## config.mk

```make
export PLATFORM = sky130hd
export DESIGN_NAME = inspection_arbiter
export DESIGN_NICKNAME = d
export VERILOG_FILES = /design/src/rtl/inspection_arbiter.sv
export SDC_FILE = /design/constraint.sdc
export NUM_CORES = 1
export LEC_CHECK = 0
export CAP_MARGIN = 15
export CORE_ASPECT_RATIO = 1.75
export CORE_MARGIN = 2
export CORE_UTILIZATION = 40
export CTS_CLUSTER_DIAMETER = 30
export DETAILED_ROUTE_END_ITERATION = 8
export PLACE_DENSITY = 0.71
export RECOVER_POWER = 100
export SLEW_MARGIN = 30
export SYNTH_ARGS = -nofsm -noshare
export SYNTH_HDL_FRONTEND = slang
export SYNTH_SLANG_ARGS = --single-unit
```

## constraint.sdc

```tcl
create_clock -name clk -period 5.2 [get_ports clk]
set_input_delay 0.52 -clock clk [delete_from_list [all_inputs] [get_ports clk]]
set_output_delay 0.52 -clock clk [all_outputs]
set_load 0.02 [all_outputs]
```

## src/rtl/inspection_arbiter.sv

```systemverilog
// Round-robin arbiter sharing one inspection station between two part lanes.
// Grants a lane, starts the station, waits for a result or timeout, then acks the lane.
module inspection_arbiter #(
    parameter int unsigned TIMEOUT_CYC = 15,
    parameter int unsigned CNT_W       = 4
) (
    input  logic             clk,
    input  logic             rst_n,
    input  logic [1:0]       req,
    input  logic             insp_done,
    input  logic             insp_ok,
    output logic             insp_start,
    output logic [1:0]       gnt,
    output logic [1:0]       ack,
    output logic [1:0]       verdict,
    output logic [CNT_W-1:0] pass_cnt,
    output logic [CNT_W-1:0] fail_cnt,
    output logic             busy,
    output logic [1:0]       state
);

    typedef enum logic [1:0] {
        StIdle  = 2'b00,
        StStart = 2'b01,
        StWait  = 2'b10,
        StDone  = 2'b11
    } state_e;

    localparam logic [7:0]       TimeoutVal = 8'(TIMEOUT_CYC);
    localparam logic [CNT_W-1:0] CntMax     = '1;
    localparam logic [CNT_W-1:0] CntOne     = CNT_W'(1);

    state_e     state_q;
    logic [7:0] timer_q;
    logic [7:0] timer_inc;
    logic       last_q;   // 1: lane 1 was served last
    logic [1:0] winner;

    assign timer_inc = timer_q + 8'd1;
    assign state     = state_q;

    // On a tie the lane that was not served last wins.
    always_comb begin
        winner = 2'b00;
        unique case (req)
            2'b01:   winner = 2'b01;
            2'b10:   winner = 2'b10;
            2'b11:   winner = last_q ? 2'b01 : 2'b10;
            default: winner = 2'b00;
        endcase
    end

    always_ff @(posedge clk or negedge rst_n) begin
        if (!rst_n) begin
            state_q    <= StIdle;
            timer_q    <= 8'd0;
            last_q     <= 1'b1;
            gnt        <= 2'b00;
            ack        <= 2'b00;
            insp_start <= 1'b0;
            busy       <= 1'b0;
            verdict    <= 2'b00;
            pass_cnt   <= '0;
            fail_cnt   <= '0;
        end else begin
            ack        <= 2'b00;
            insp_start <= 1'b0;
            unique case (state_q)
                StIdle: begin
                    if (req != 2'b00) begin
                        gnt        <= winner;
                        insp_start <= 1'b1;
                        busy       <= 1'b1;
                        state_q    <= StStart;
                    end
                end
                StStart: begin
                    timer_q <= 8'd0;
                    state_q <= StWait;
                end
                StWait: begin
                    // A result arriving on the final timer cycle beats the timeout.
                    if (insp_done) begin
                        verdict <= insp_ok ? 2'b01 : 2'b10;
                        if (insp_ok) begin
                            if (pass_cnt != CntMax) pass_cnt <= pass_cnt + CntOne;
                        end else begin
                            if (fail_cnt != CntMax) fail_cnt <= fail_cnt + CntOne;
                        end
                        ack     <= gnt;
                        state_q <= StDone;
                    end else if (timer_inc == TimeoutVal) begin
                        verdict <= 2'b11;
                        if (fail_cnt != CntMax) fail_cnt <= fail_cnt + CntOne;
                        ack     <= gnt;
                        state_q <= StDone;
                    end else begin
                        timer_q <= timer_inc;
                    end
                end
                StDone: begin
                    last_q  <= gnt[1];
                    gnt     <= 2'b00;
                    busy    <= 1'b0;
                    state_q <= StIdle;
                end
                default: state_q <= StIdle;
            endcase
        end
    end

endmodule

```

After elaboration in Yosys (flattened, before gate mapping)
Cells that the tools add are included.
Widths: inputs -> output; s select.
{ "op_classes": {"add_sub_neg": 3, "n_mul": 0, "n_div": 0, "magnitude_cmp": 0, "n_eq_ne": 14, "shift": 0, "muxes": 24, "n_bitwise": 0, "n_reduce_logical": 11} }
{ "op_table": {"columns": ["op", "count"], "rows": [
  ["$mux 2", 10],
  ["$mux 4", 4],
  ["$mux 8", 2],
  ["$pmux 8 s2", 1],
  ["$add 4x1->4 const B", 2],
  ["$add 8x1->8 const B", 1],
  ["$eq 2x2->1 const B", 4],
  ["$eq 8x4->1 const B", 1],
  ["$ne 2x2->1 const B", 4],
  ["$ne 4x4->1 const B", 2],
  ["$pmux 2 s4", 1],
  ["$reduce_bool 2->1", 4],
  ["$pmux 2 s3", 1],
  ["$reduce_and 2->1", 3],
  ["$reduce_and 3->1", 2],
  ["$eq 2x1->1 const B", 2],
  ["$pmux 2 s2", 1],
  ["$reduce_and 4->1", 1],
  ["$mux 1", 3],
  ["$ne 3x3->1 const B", 1],
  ["$logic_not 2->1", 1],
  ["$pmux 1 s2", 1]
]} }
{ "word_totals": {"regBits": 27, "latch_bits": 0, "ramBits": 0, "rom_bits": 0, "in_bits": 6, "out_inout_bits": 18, "word_cells": 62, "n_memories": 0} }

Depth between registers and ports, before layout
{ "depth": {"depth_word": 5, "ltp_mapped": 7, "mapped_depth_nobuf": 7} }

Worst setup path after synthesis
No wires, ideal clock.
{ "synth_path": {"path_type": "reg-to-reg", "from": "register timer_q[0]", "to": "register fail_cnt[1]", "setup_ps": 125, "arrival_ps": 1816, "required_ps": 5075, "setup_slack_ps": 3260, "stages_incl_launch_ff": 8, "path_buffers": 0, "period_less_slack_ps": 1940, "cell_sequence": "dfrtp_1 -> ha_1 -> xor2_1 -> nand3b_1 -> nor4_4 -> a31oi_1 -> nor2_1 -> mux2_2"} }
{ "synth_via": {"elab_chain_cells": 4} }
{ "synth_rtl": {"columns": ["item", "line_no", "source"], "rows": [
  ["from (decl)", "34", "logic [7:0] timer_q;"],
  ["from (signal assigned)", "98", "timer_q <= timer_inc;"],
  ["$add 8x1->8", "39", "assign timer_inc = timer_q + 8'd1;"],
  ["$eq 8x4->1", "92", "end else if (timer_inc == TimeoutVal) begin"],
  ["$reduce_bool 2->1 (no line)", null, null],
  ["$reduce_and 3->1 (no line)", null, null],
  ["to (signal assigned)", "88", "if (fail_cnt != CntMax) fail_cnt <= fail_cnt + CntOne;"],
  ["to (signal assigned)", "94", "if (fail_cnt != CntMax) fail_cnt <= fail_cnt + CntOne;"],
  ["to (decl)", "17", "output logic [CNT_W-1:0] fail_cnt,"]
]} }
No other way between the ends.
A chain may end at the register's enable or synchronous reset.

Worst setup path in the final report
{ "layout_path": {"from": "register timer_q[1]", "to": "register fail_cnt[1]"} }
Same word-level chain as after synthesis.

==> results.txt <==
The number of DRC markers after the initial detailed-route iteration came out at 30. The post-layout utilization of the core came out at about half. The number of buffers created by CTS came out at 3. The DRC violation count after routing is 0.

The most frequent standard cell in the layout excluding fill and tap cells is sky130_fd_sc_hd__dfrtp_1. The flow ran to the end, and the final reports show no timing, DRC or antenna violations. The number of max-cap violations is 0. The floorplan die area came out at slightly above 4000 um^2.

The vertical die dimension came out at 82.44 um. The average cell area after synthesis came out at between 10 and 15 um^2. The longest clock path from root to sink contains 2 buffers.

The library cells used most frequently in the layout, excluding fill and tap cells, are sky130_fd_sc_hd__dfrtp_1 (26), sky130_fd_sc_hd__dlygate4sd3_1 (21), sky130_fd_sc_hd__nand2_1 (15). The number of nets in the layout came out at ~170. The transition time at the pin with the least slew margin is 1.416 ns. The clock transition at the registers of the reported paths is roughly 0.09 ns. The post-cts hold buffer count came out at 0. STA classifies the critical path endpoint as a register. The number of core rows came out at 28.

Data on the critical path is required at its endpoint by 5.36 ns. The half-perimeter wire length after placement is 2.136 mm. The setup path with the least slack is of type register to register. Fill cells in the final layout number 319. The number of pins exceeding their max-slew limit in the final report was 0.

After synthesis, the cell types taking the most area are sky130_fd_sc_hd__dfrtp_1 (46%), sky130_fd_sc_hd__ha_1 (7.1%), sky130_fd_sc_hd__xnor2_1 (4.4%), sky130_fd_sc_hd__xor2_1 (4.4%), sky130_fd_sc_hd__nand2_1 (4.0%). The clock skew is 0.004531 ns. The number of warning messages in the yosys log is 0.

The setup-violating endpoint count in the final report came out at 0. The synthesized flop and latch total is 27. The setup TNS came out at 0 ns. The global placement routability congestion came out at 0.9356. The sum of routed wire length over all layers came out at 2.836 mm.

The antenna cell count came out at 0. Counting every instance in the synthesized netlist gives between 100 and 150. The I/O pin count came out at 24.

After global routing the overflow that remains totals 0. STA classifies the critical path startpoint as a register. In the final routed layout, each cell accounts on average for about 14 um.

The post-synthesis to final-layout area growth is 22.51%. The number of antenna violations at the first check in global routing came out at 0. The worst vdd rail ir drop came out at 0.2887 mV. The pin count of the biggest net entering global routing came out at 28. Headroom to the max-slew limit came out at 5.571%. After synthesis, the largest area contributor takes up 46.26% of total cell area. The worst register-to-register path begins at timer_q[1]$_DFFE_PN0P_. The post-CTS setup buffer count is 0. TritonCTS built the clock tree. Of all cell types, the one taking the most synthesized area is sky130_fd_sc_hd__dfrtp_1. The areal power density over the cells is 518.5 nW/um^2. Sequential cells were found to cover between 40% and 50% of the synthesized design area. The starting utilization of the core area is between 40% and 50%. The number of global-route vias before repair is 1086. The portion of the clock cycle consumed by the worst path in the final layout came out at 45.10%. Setup repair after global routing left no endpoint under its margin. The area of the placeable core came out at about 3400 um^2. The area of the mapped netlist is 1406 um^2. The number of nets with antenna violations after routing came out at 0.

The total of buffers placed on input and output ports is 23. Data on the critical path arrives at its endpoint at 2.50 ns. The total of cells resized after clock tree synthesis is 0.

CTS built an H-tree with a depth of 1. CTS saw 27 sinks. The timing-limited maximum frequency is 0.4264 GHz. Counting I/O delays and the setup requirement, the final critical path takes about 2.3 ns. The tree is rooted in a sky130_fd_sc_hd__clkbuf_8. The clock latency at the later pin of the worst-skew pair came out at 0.27 ns. The share of post-route cells with drive strength above 1 is 7.547%.

The tightest min-delay check is of the register to register type. Of all nets on the critical path, the largest fanout is 5. The startpoint identified for the worst hold timing path is fail_cnt[3]$_DFFE_PN0P_. The via count of the routed design came out at roughly 1100. Tracing the worst setup path back leads to its startpoint at timer_q[1]$_DFFE_PN0P_.

The length of the first detailed-routing pass in iterations is 4. The total nets after synthesis is 146. The standby leakage power is 0.7666 nW.

The number of distinct library cell variants in the gate-level netlist after synthesis is 36. The global-route wire length before repair came out at 4.698 mm. In the routed layout, each cell is associated on average with a via count of 5.206. In this run the horizontal extent of the chip is 48.82 um. The hold violation total from the final report is 0. Across every metal layer, demand over resource in global routing totals 15.17%.
## cells in the mapped netlist
cell type                  number
sky130_fd_sc_hd__or2b_1         1
sky130_fd_sc_hd__o22a_1         2
sky130_fd_sc_hd__nor3_1         3
sky130_fd_sc_hd__a22o_2         1
sky130_fd_sc_hd__o21a_1         1
sky130_fd_sc_hd__a31oi_1        2
sky130_fd_sc_hd__nand3b_1       1
sky130_fd_sc_hd__dfstp_2        1
sky130_fd_sc_hd__xnor2_1        7
sky130_fd_sc_hd__a21o_1         1
sky130_fd_sc_hd__nand4_1        2
sky130_fd_sc_hd__inv_1          5
sky130_fd_sc_hd__o31ai_1        2
sky130_fd_sc_hd__or3_1          1
sky130_fd_sc_hd__a21oi_1        2
sky130_fd_sc_hd__ha_1           8
sky130_fd_sc_hd__and3_2         1
sky130_fd_sc_hd__nand2_1       15
sky130_fd_sc_hd__o22ai_1        1
sky130_fd_sc_hd__mux2_2         4
sky130_fd_sc_hd__nor3b_1        1
sky130_fd_sc_hd__o21ai_0        5
sky130_fd_sc_hd__dfrtp_1       26
sky130_fd_sc_hd__a22o_1         2
sky130_fd_sc_hd__nand3_1        6
sky130_fd_sc_hd__nor3_2         1
sky130_fd_sc_hd__nand2b_1       2
sky130_fd_sc_hd__nor2b_1        3
sky130_fd_sc_hd__a32o_1         1
sky130_fd_sc_hd__mux2i_1        2
sky130_fd_sc_hd__nand3_2        1
sky130_fd_sc_hd__nor2_1         7
sky130_fd_sc_hd__clkbuf_1       1
sky130_fd_sc_hd__nor4_4         1
sky130_fd_sc_hd__and2_1         5
sky130_fd_sc_hd__xor2_1         7
## critical path: stages (launching register included)
cell	delay [ns]
sky130_fd_sc_hd__dfrtp_1	0.43
sky130_fd_sc_hd__ha_1	0.25
sky130_fd_sc_hd__xor2_1	0.14
sky130_fd_sc_hd__nand3b_1	0.09
sky130_fd_sc_hd__nor4_1	0.52
sky130_fd_sc_hd__a31oi_1	0.24
sky130_fd_sc_hd__nor2_1	0.21
sky130_fd_sc_hd__mux2_2	0.35
## sequential cells by signal, summed over array words and instances (netlist names)
| signal | cells |
|---|---|
| ack | 2 |
| timer_q | 8 |
| pass_cnt | 4 |
| last_q | 1 |
| gnt | 2 |
| state | 2 |
| fail_cnt | 4 |
| insp_start | 1 |
| verdict | 2 |
| busy | 1 |
## worst paths after layout
kind                                            to  slack (ns)  cells after the start
max reg2reg                fail_cnt[1]$_DFFE_PN0P_        2.85                      7
max in group asynchronous  fail_cnt[2]$_DFFE_PN0P_        3.27                      2
min in group asynchronous   timer_q[3]$_DFFE_PN0P_        1.10                      2
max                        fail_cnt[1]$_DFFE_PN0P_        2.85                      7
min reg2reg                fail_cnt[3]$_DFFE_PN0P_        0.51                      1
min                        fail_cnt[3]$_DFFE_PN0P_        0.51                      1
## power breakdown
| part | total (W) | internal [W] | switching (W) |
|---|---|---|---|
| sequential | 0.000358 | 0.000286 | 0.0000725 |
| combinational | 0.000418 | 0.000193 | 0.000224 |
| clock | 0.000118 | 0.0000548 | 0.0000627 |
| total | 0.000893 | 0.000534 | 0.000359 |
## metal layers
layer,up-vias,routed length [um],GRT usage (%)
li1,514,-,-
met1,518,1159,15.99
met2,26,1543,29.59
met3,4,93,2.158
met4,0,40,6.857
met5,-,0,0
## kinds of logic after synthesis
family / count (synthesis) / share of synthesized area, %
multiplexers: 6 / 4.626
AO/OA/AOI/OAI: 20 / 9.876
XOR/XNOR: 14 / 8.719
buffers and inverters: 6 / 1.601
flip-flops: 27 / 48.13
adder cells (fa/ha/maj): 8 / 7.118
AND/OR/NAND/NOR: 51 / 19.93
## cell type report
type / instances / area [um^2] / share of cell area, %
clock buffer: 4 / 45.04 / 2.614
inverter: 5 / 18.77 / 1.089
multi-input combinational: 99 / 691.9 / 40.16
sequential: 27 / 676.9 / 39.29
tap: 45 / 56.30 / 3.268
timing repair buffer: 24 / 234.0 / 13.58
## through the flow
step | total power, W | area [um^2] | worst slack, ns | instances | hold slack (ns)
2_1_floorplan | 0.0006208 | 1406 | 3.260 | 132 | 0.2244
3_3_place_gp | 0.0007900 | 1697 | 3.109 | 200 | 0.4842
3_5_place_dp | 0.0008114 | 1697 | 3.097 | 200 | 0.4871
4_1_cts | 0.0009316 | 1742 | 3.115 | 204 | 0.5189
5_1_grt | 0.0009588 | 1723 | 2.544 | 204 | 0.5363
6_report | 0.0008933 | 1723 | 2.855 | 204 | 0.5139
Note: power is estimated with default switching activity, not from simulation.
